`src/rtl/dilithium_pkg.sv`:
```
// Shared Dilithium sizing constants, packer state encoding and the pk length helper.
package dilithium_pkg;

    localparam int N                  = 256;
    localparam int SEEDBYTES          = 32;
    localparam int POLYT1_PACKEDBYTES = 320;

    typedef enum logic [1:0] {
        PK_IDLE = 2'd0,
        PK_RHO  = 2'd1,
        PK_T1   = 2'd2
    } pk_state_e;

    function automatic int pk_bytes(input int k);
        return SEEDBYTES + POLYT1_PACKEDBYTES * k;
    endfunction

endpackage

```
`src/rtl/bit_accum_10to8.sv`:
```
// Little-endian bit accumulator: takes 10-bit coefficients in, hands 8-bit bytes out.
// The next-state values are exported so the parent can register its outputs from them.
module bit_accum_10to8 (
    input  logic        clk,
    input  logic        rst,
    input  logic        clr,
    input  logic        accept,
    input  logic        emit,
    input  logic [9:0]  coef,
    output logic [16:0] acc_nxt,
    output logic [4:0]  nb_nxt
);

    logic [16:0] acc;
    logic [4:0]  nb;

    // accept and emit are never both asserted by the parent; accept wins if they were
    always_comb begin
        acc_nxt = acc;
        nb_nxt  = nb;
        if (clr) begin
            acc_nxt = '0;
            nb_nxt  = '0;
        end else if (accept) begin
            acc_nxt = acc | ({7'd0, coef} << nb);
            nb_nxt  = nb + 5'd10;
        end else if (emit) begin
            acc_nxt = acc >> 8;
            nb_nxt  = nb - 5'd8;
        end
    end

    always_ff @(posedge clk or posedge rst) begin
        if (rst) begin
            acc <= '0;
            nb  <= '0;
        end else begin
            acc <= acc_nxt;
            nb  <= nb_nxt;
        end
    end

endmodule

```
`src/rtl/pack_pk_stream.sv`:
```
// Streams pk = rho || polyt1_pack(t1[0..K-1]) one byte per handshake from one coefficient per handshake.
// Every output is a flop loaded from the next-state values, so no input reaches an output combinationally.
module pack_pk_stream
    import dilithium_pkg::*;
#(
    parameter int K = 6
) (
    input  logic         clk,
    input  logic         rst,
    input  logic         start,
    input  logic [255:0] rho_in,
    input  logic         coef_valid,
    output logic         coef_ready,
    input  logic [31:0]  coef_in,
    output logic         out_valid,
    input  logic         out_ready,
    output logic [7:0]   out_byte,
    output logic         out_last,
    output logic         busy,
    output logic         done,
    output logic         coef_err
);

    localparam int PK_BYTES = pk_bytes(K);
    localparam int N_COEF   = N * K;
    localparam int BC_W     = $clog2(PK_BYTES);
    localparam int CC_W     = $clog2(N_COEF + 1);

    localparam logic [BC_W-1:0] LAST_RHO   = BC_W'(SEEDBYTES - 1);
    localparam logic [BC_W-1:0] LAST_BYTE  = BC_W'(PK_BYTES - 1);
    localparam logic [CC_W-1:0] COEF_TOTAL = CC_W'(N_COEF);

    if (!(K == 4 || K == 6 || K == 8)) begin : g_bad_k
        $error("pack_pk_stream: K must be 4, 6 or 8");
    end

    pk_state_e         state, state_n;
    logic [BC_W-1:0]   byte_cnt, byte_cnt_n;
    logic [CC_W-1:0]   coef_cnt, coef_cnt_n;
    logic [255:0]      rho_q, rho_n;
    logic              err_n, done_n, busy_n;
    logic              out_valid_n, out_last_n, coef_ready_n;
    logic [7:0]        out_byte_n;
    logic              acc_clr, acc_accept, acc_emit;
    logic [16:0]       acc_nxt;
    logic [4:0]        nb_nxt;
    logic              out_hs, coef_hs;

    assign out_hs  = out_valid & out_ready;
    assign coef_hs = coef_valid & coef_ready;

    bit_accum_10to8 u_accum (
        .clk     (clk),
        .rst     (rst),
        .clr     (acc_clr),
        .accept  (acc_accept),
        .emit    (acc_emit),
        .coef    (coef_in[9:0]),
        .acc_nxt (acc_nxt),
        .nb_nxt  (nb_nxt)
    );

    always_comb begin
        state_n    = state;
        byte_cnt_n = byte_cnt;
        coef_cnt_n = coef_cnt;
        rho_n      = rho_q;
        err_n      = coef_err;
        done_n     = 1'b0;
        acc_clr    = 1'b0;
        acc_accept = 1'b0;
        acc_emit   = 1'b0;

        unique case (state)
            PK_IDLE: begin
                if (start) begin
                    state_n    = PK_RHO;
                    byte_cnt_n = '0;
                    coef_cnt_n = '0;
                    rho_n      = rho_in;
                    err_n      = 1'b0;
                    acc_clr    = 1'b1;
                end
            end
            PK_RHO: begin
                if (out_hs) begin
                    byte_cnt_n = byte_cnt + 1'b1;
                    if (byte_cnt == LAST_RHO) state_n = PK_T1;
                end
            end
            PK_T1: begin
                // ready needs nb < 8 and valid needs nb >= 8, so at most one of these fires
                if (coef_hs) begin
                    acc_accept = 1'b1;
                    coef_cnt_n = coef_cnt + 1'b1;
                    if (|coef_in[31:10]) err_n = 1'b1;
                end
                if (out_hs) begin
                    acc_emit   = 1'b1;
                    byte_cnt_n = byte_cnt + 1'b1;
                    if (byte_cnt == LAST_BYTE) begin
                        state_n = PK_IDLE;
                        done_n  = 1'b1;
                    end
                end
            end
            default: state_n = PK_IDLE;
        endcase

        busy_n       = (state_n != PK_IDLE);
        out_valid_n  = (state_n == PK_RHO) || ((state_n == PK_T1) && (nb_nxt >= 5'd8));
        coef_ready_n = (state_n == PK_T1) && (nb_nxt < 5'd8) && (coef_cnt_n < COEF_TOTAL);
        out_last_n   = (state_n == PK_T1) && (nb_nxt >= 5'd8) && (byte_cnt_n == LAST_BYTE);
        out_byte_n   = 8'd0;
        if (state_n == PK_RHO)
            out_byte_n = rho_n[{byte_cnt_n[4:0], 3'b000} +: 8];
        else if (out_valid_n)
            out_byte_n = acc_nxt[7:0];
    end

    always_ff @(posedge clk or posedge rst) begin
        if (rst) begin
            state      <= PK_IDLE;
            byte_cnt   <= '0;
            coef_cnt   <= '0;
            rho_q      <= '0;
            coef_err   <= 1'b0;
            done       <= 1'b0;
            busy       <= 1'b0;
            out_valid  <= 1'b0;
            out_last   <= 1'b0;
            out_byte   <= 8'd0;
            coef_ready <= 1'b0;
        end else begin
            state      <= state_n;
            byte_cnt   <= byte_cnt_n;
            coef_cnt   <= coef_cnt_n;
            rho_q      <= rho_n;
            coef_err   <= err_n;
            done       <= done_n;
            busy       <= busy_n;
            out_valid  <= out_valid_n;
            out_last   <= out_last_n;
            out_byte   <= out_byte_n;
            coef_ready <= coef_ready_n;
        end
    end

endmodule

```
`config.mk`:
```
export PLATFORM = sky130hd
export DESIGN_NAME = pack_pk_stream
export DESIGN_NICKNAME = d
export VERILOG_FILES = /design/src/rtl/dilithium_pkg.sv /design/src/rtl/bit_accum_10to8.sv /design/src/rtl/pack_pk_stream.sv
export SDC_FILE = /design/constraint.sdc
export NUM_CORES = 1
export LEC_CHECK = 0
export CAP_MARGIN = 5
export CORE_MARGIN = 3
export CORE_UTILIZATION = 47
export DETAILED_ROUTE_END_ITERATION = 8
export PLACE_DENSITY = 0.79
export SETUP_SLACK_MARGIN = 0.1
export SYNTH_ARGS = -nofsm -noshare
export SYNTH_HDL_FRONTEND = slang
export SYNTH_HIERARCHICAL = 1
export SYNTH_SLANG_ARGS = --single-unit
```
`constraint.sdc`:
```
create_clock -name clk -period 8.19 [get_ports clk]
set_input_delay 0.819 -clock clk [delete_from_list [all_inputs] [get_ports clk]]
set_output_delay 0.819 -clock clk [all_outputs]
set_load 0.05 [all_outputs]
```
* After elaboration in Yosys (flattened, before gate mapping)
Cells that the tools add are included.
** Word-level totals
- Word-level logic and storage cells :: 83
- Bits in registers :: 316
** Operators by class
- Add/sub/neg operators :: 4
- Shift-type cells :: 2
- $lt $le $gt $ge :: 3
- Equal/unequal tests :: 10
- Bitwise logic cells :: 3
- Multiplexer cells :: 35
- Reductions and logical operators :: 12
** Operators with widths (number)
- 2-to-1 mux 256 bit :: 2
- variable part select 256 x 9 -> 8 bit :: 1
- 2-to-1 mux 17 bit :: 3
- 2-to-1 mux 11 bit :: 4
- case mux 11 bit (2 select lines) :: 2
- adder 11 x 1 -> 11 bit, second input constant :: 2
- == test 11 bit, second input constant :: 2
- OR reduction 22 bit :: 1
- OR 17 bit :: 1
- << shifter 10 x 5 -> 17 bit :: 1
- 2-to-1 mux 8 bit :: 2
- 2-to-1 mux 5 bit :: 3
- 2-to-1 mux 1 bit :: 12
- == test 11 x 5 -> 1 bit, second input constant :: 1
- < comparator 11 bit, second input constant :: 1
- 2-to-1 mux 2 bit :: 5
- inequality test 2 bit, second input constant :: 3
- case mux 2 bit (3 select lines) :: 1
- adder 5 x 4 -> 5 bit, second input constant :: 1
- >= comparator 5 x 4 -> 1 bit, second input constant :: 1
- < comparator 5 x 4 -> 1 bit, second input constant :: 1
- subtractor 5 x 4 -> 5 bit, second input constant :: 1
- == test 2 x 1 -> 1 bit, second input constant :: 2
- == test 2 bit, second input constant :: 2
- other kinds (9) :: 14

* Longest topological paths before layout
- Depth in word-level cells :: 11
- Mapped depth :: 15

* Cells and area by module
The synthesis kept the hierarchy.
** Modules (own cells, without submodules)
- pack_pk_stream :: cells each 1634, area each 14051.0 um2, times used 1
- bit_accum_10to8 :: cells each 150, area each 1492.7 um2, times used 1

* Worst setup path after synthesis
OpenSTA, ideal clock, no wires.
- Path kind :: input port to flip-flop
- Start point :: input start
- End point :: register out_last
- Required time :: 8.121 ns
- Data arrival time :: 2.939 ns
- Path slack :: 5.182 ns
- Setup time :: 0.069 ns
- Buffers on the path :: 6
- Stages :: 12
- Cell sequence :: nand2_1 -> inv_2 -> buf_6 -> buf_4 -> buf_2 -> buf_4 -> clkbuf_1 -> clkbuf_1 -> nor2_1 -> nor2_1 -> nor4_2 -> and4_1
** Between the ends
- Cells in the longest elaborated chain, start to end :: 6
- Elaborated cells between the ends (all ways) :: 12
- Classes of those cells :: order compare (1); eq/ne (2); mux (7); reduce/logical (2)
** RTL lines
- start, declared :: RTL line pack_pk_stream.sv:10 : input logic start,
- 2-to-1 mux 1 bit :: RTL line pack_pk_stream.sv:76 : if (start) begin
- 2-to-1 mux 1 bit :: RTL line pack_pk_stream.sv:74 : unique case (state)
- net acc_clr :: RTL line pack_pk_stream.sv:44 : logic acc_clr, acc_accept, acc_emit;
- 2-to-1 mux 5 bit :: RTL line bit_accum_10to8.sv:21 : if (clr) begin
- net nb_nxt[3] :: RTL line pack_pk_stream.sv:46 : logic [4:0] nb_nxt;
- >= comparator 5 x 4 -> 1 bit :: RTL line pack_pk_stream.sv:113 : out_last_n = (state_n == PK_T1) && (nb_nxt >= 5'd8) && (byte_cnt_n == LAST_BYTE);
- logical AND 1 bit (2 in a row) :: RTL line pack_pk_stream.sv:113
- net out_last_n :: RTL line pack_pk_stream.sv:42 : logic out_valid_n, out_last_n, coef_ready_n;
- end signal, assigned :: RTL line pack_pk_stream.sv:143 : out_last <= out_last_n;
- end, declared :: RTL line pack_pk_stream.sv:18 : output logic out_last,
The timed path passes the listed nets, and every way through them passes these cells.
A chain may end at the register's enable or synchronous reset.

* Worst setup path after layout
- Start point :: input start
- End point :: register out_byte[3]
** Between the ends
- Cells in the longest elaborated chain, start to end :: 8
- Elaborated cells between the ends (all ways) :: 18
- Classes of those cells :: order compare (1); eq/ne (2); shift (1); mux (12); reduce/logical (2)
** RTL lines
- 2-to-1 mux 1 bit :: RTL line pack_pk_stream.sv:76
- 2-to-1 mux 1 bit :: RTL line pack_pk_stream.sv:74
- 2-to-1 mux 5 bit :: RTL line bit_accum_10to8.sv:21
- net nb_nxt[3] :: RTL line pack_pk_stream.sv:46
- >= comparator 5 x 4 -> 1 bit :: RTL line pack_pk_stream.sv:111 : out_valid_n = (state_n == PK_RHO) || ((state_n == PK_T1) && (nb_nxt >= 5'd8));
- logical AND 1 bit :: RTL line pack_pk_stream.sv:111
- logical OR 1 bit :: RTL line pack_pk_stream.sv:111
- 2-to-1 mux 8 bit :: RTL line pack_pk_stream.sv:117 : else if (out_valid_n)
- 2-to-1 mux 8 bit :: RTL line pack_pk_stream.sv:115 : if (state_n == PK_RHO)
- net out_byte_n[3] :: RTL line pack_pk_stream.sv:43 : logic [7:0] out_byte_n;
- end signal, assigned :: RTL line pack_pk_stream.sv:144 : out_byte <= out_byte_n;
- end, declared :: RTL line pack_pk_stream.sv:17 : output logic [7:0] out_byte,
The timed path passes the listed nets, and every way through them passes these cells.

==> results.json <==
{
  "finalCritPeriodShare_pct": 52.1,
  "grt_max_degree": 168,
  "clkTransAtPathRegs_ns": 0.06,
  "place_congestion": 0.835,
  "synth.top_cell.area_share_pct": 50.9,
  "syn_inst": 1784,
  "antenna_found_initial": 0,
  "synth_cell_types": 72,
  "clockBufferDepth": 3,
  "hpwl_um": 34300,
  "cellLeakagePower_nw": 9.85,
  "synth_area_sq_um": 15500,
  "setup_tns_ns": 0,
  "initial_utilization_pct": 48.5,
  "synth_nets": 2084,
  "wl_per_cell_um": 19.5,
  "core_area_sq_um": 32000,
  "io_buffers": 306,
  "vdd_drop_max_v": 0.000186,
  "cp-start-kind": "input pin",
  "async_reset_ff_share_pct": 100,
  "grt_pass1_vias": 13876,
  "crit_chain": "clkdlybuf4s50_1 -> nand2_4 -> buf_4 -> inv_8 -> buf_4 -> nor2_1 -> nor2_1 -> nor4_2 -> nand2_1 -> o41ai_1",
  "arrival_ns": 4.66,
  "groute.usage.overall_pct": 27.0,
  "hold_class": "reg -> reg",
  "synth_top_area_cell": "dfrtp_1",
  "die_y_um": 188,
  "final_util_pct": 62.4,
  "dr.pass1.iters": 5,
  "cpPeakStageDelay_ns": 0.71,
  "synth_area_leaders": "dfrtp_1, nand2_1, mux2i_1",
  "hold_viol": 0,
  "synth.top_cells.by_count": "nand2_1, dfrtp_1, mux2i_1",
  "cts.sinks": 316,
  "crit_type": "in -> reg",
  "cts.repair.resized": 0,
  "tightestPinTransition_ns": 1.09,
  "drv_slew": 0,
  "setup_viol": 0,
  "relSlewSlack_pct": 27.5,
  "wirelength_met1_um": 20800,
  "status": "finished clean",
  "wl_um": 48700,
  "io_pins": 307,
  "htreeDepth": 2,
  "cts_setup_buffers": 0,
  "rsz0062_at_grt": "false",
  "slowest_stage": "buf_4",
  "dr_wl_met2_um": 22700,
  "dr_wl_met3_um": 3650,
  "max_freq_mhz": 234,
  "syn_area_per_cell_sq_um": 8.71,
  "hold_depth": 2,
  "period_needed_ns": 4.27,
  "vias_per_cell": 5.62,
  "cts_root_buffer": "clkbuf_16",
  "power_density_nw_per_um2": 259,
  "hold_buffers": 0,
  "fin_nets": 2333,
  "synth_seq_area_share_pct": 50.9,
  "synthToLayoutAreaGrowth_pct": 28.6,
  "end_kind": "flip-flop",
  "synth_edf_count": 0,
  "synthMostInstantiatedCell": "nand2_1",
  "grt_pass1_wl_um": 76600,
  "cts_made_buffers": 35,
  "rows": 65,
  "synthFlopType": "dfrtp_1",
  "die-area_sq_um": 35300,
  "r2r_cells": 12,
  "antenna_left": 0,
  "antenna_cells": 0,
  "fin_skew_ns": 0.00924,
  "drive_gt1_share_pct": 5.45,
  "ys_ff_latch": 316,
  "synth_warnings": 6,
  "worst-path-max-fanout": 167,
  "vias": 13991,
  "cts_tree": "built",
  "drc": 0,
  "grt-ovfl-total": 0,
  "required_ns": 8.58,
  "maxCapViolCount": 0,
  "drt_iter0_markers": 1221,
  "route.top_layer_used": "met4",
  "clkLatencyLatePin_ns": 0.51,
  "die_w_um": 188
}
flip-flops by register name (all words and copies together), names as in the netlist, 2 cells and up:
register     flops
out_byte         8
u_accum/nb       5
byte_cnt        11
coef_cnt        11
state            2
rho_q          256
u_accum/acc     17
power by group:
part / total [mW] / internal [mW] / switching [mW] / leakage (nW)
Clock: 1.66 / 1.04 / 0.626 / 0.604
Sequential: 1.77 / 1.65 / 0.129 / 4.36
Combinational: 1.74 / 0.674 / 1.06 / 4.89
through the flow:
step | instances | hold WS [ns] | instance area [sq um] | power (mW) | worst slack (ns)
2_1_floorplan | 1784 | 0.436 | 15500 | 2.95 | 3.47
3_3_place_gp | 2431 | 0.449 | 18700 | 3.50 | 3.48
3_5_place_dp | 2431 | 0.457 | 18700 | 3.52 | 3.43
4_1_cts | 2491 | 0.470 | 20000 | 5.19 | 3.94
5_1_grt | 2491 | 0.482 | 20000 | 5.42 | 3.56
6_report | 2491 | 0.470 | 20000 | 5.18 | 3.92
placed cells by master (no fill, tap or decap), drive strengths merged, types with 8 or more instances in the layout:
cell type	n
nand3	60
nor2	71
dfrtp	316
o211ai	58
xnor2	8
clkbuf	50
a21oi	16
nand2	787
inv	16
mux2	14
a311o	20
a211oi	9
o21a	29
o22ai	8
o21ai	45
mux2i	79
buf	14
clkdlybuf4s50	306
a22oi	20
nand4	10
path summary, 6_finish.rpt:
path	startpoint	endpoint	slack [ns]
hold / removal	rho_q[67]	rho_q[67]	0.47
setup / recovery	start	out_byte[3]	3.92
setup reg to reg	state[0]	out_byte[0]	3.94
max in group asynchronous	rst	rho_q[247]	5.63
min in group asynchronous	rst	u_accum/nb[3]	0.88
hold reg to reg	rho_q[67]	rho_q[67]	0.47
cell type report:
class	instances	area [sq um]
Fill cell	2697	12100
Tap cell	435	544
Clock inverter	10	159
Multi-Input combinational cell	1342	7050
Sequential cell	316	7910
Timing Repair Buffer	320	3170
Inverter	18	81.3
Clock buffer	50	1070
per-layer routing:
metal	vias to the layer above	track usage (%)
li1	6481	-
met1	6784	37.7
met2	641	43.1
met3	85	4.86
met4	0	8.28
met5	-	0
cell families after synthesis:
family	share of synthesized area (%)
AOI/OAI and AO/OA	11.7
xor gates and xnor gates	0.733
adders and majority gates	0.563
buffers and inverters	3.96
DFF	50.9
muxes	6.71
and+or+nand+nor	25.5
critical path: cells and delay by family:
kind	cells	cell delay, ns
simple gates	5	1.42
buf+inv	4	2.20
compound gates	1	0.14
Power figures use the tool's default switching activity.
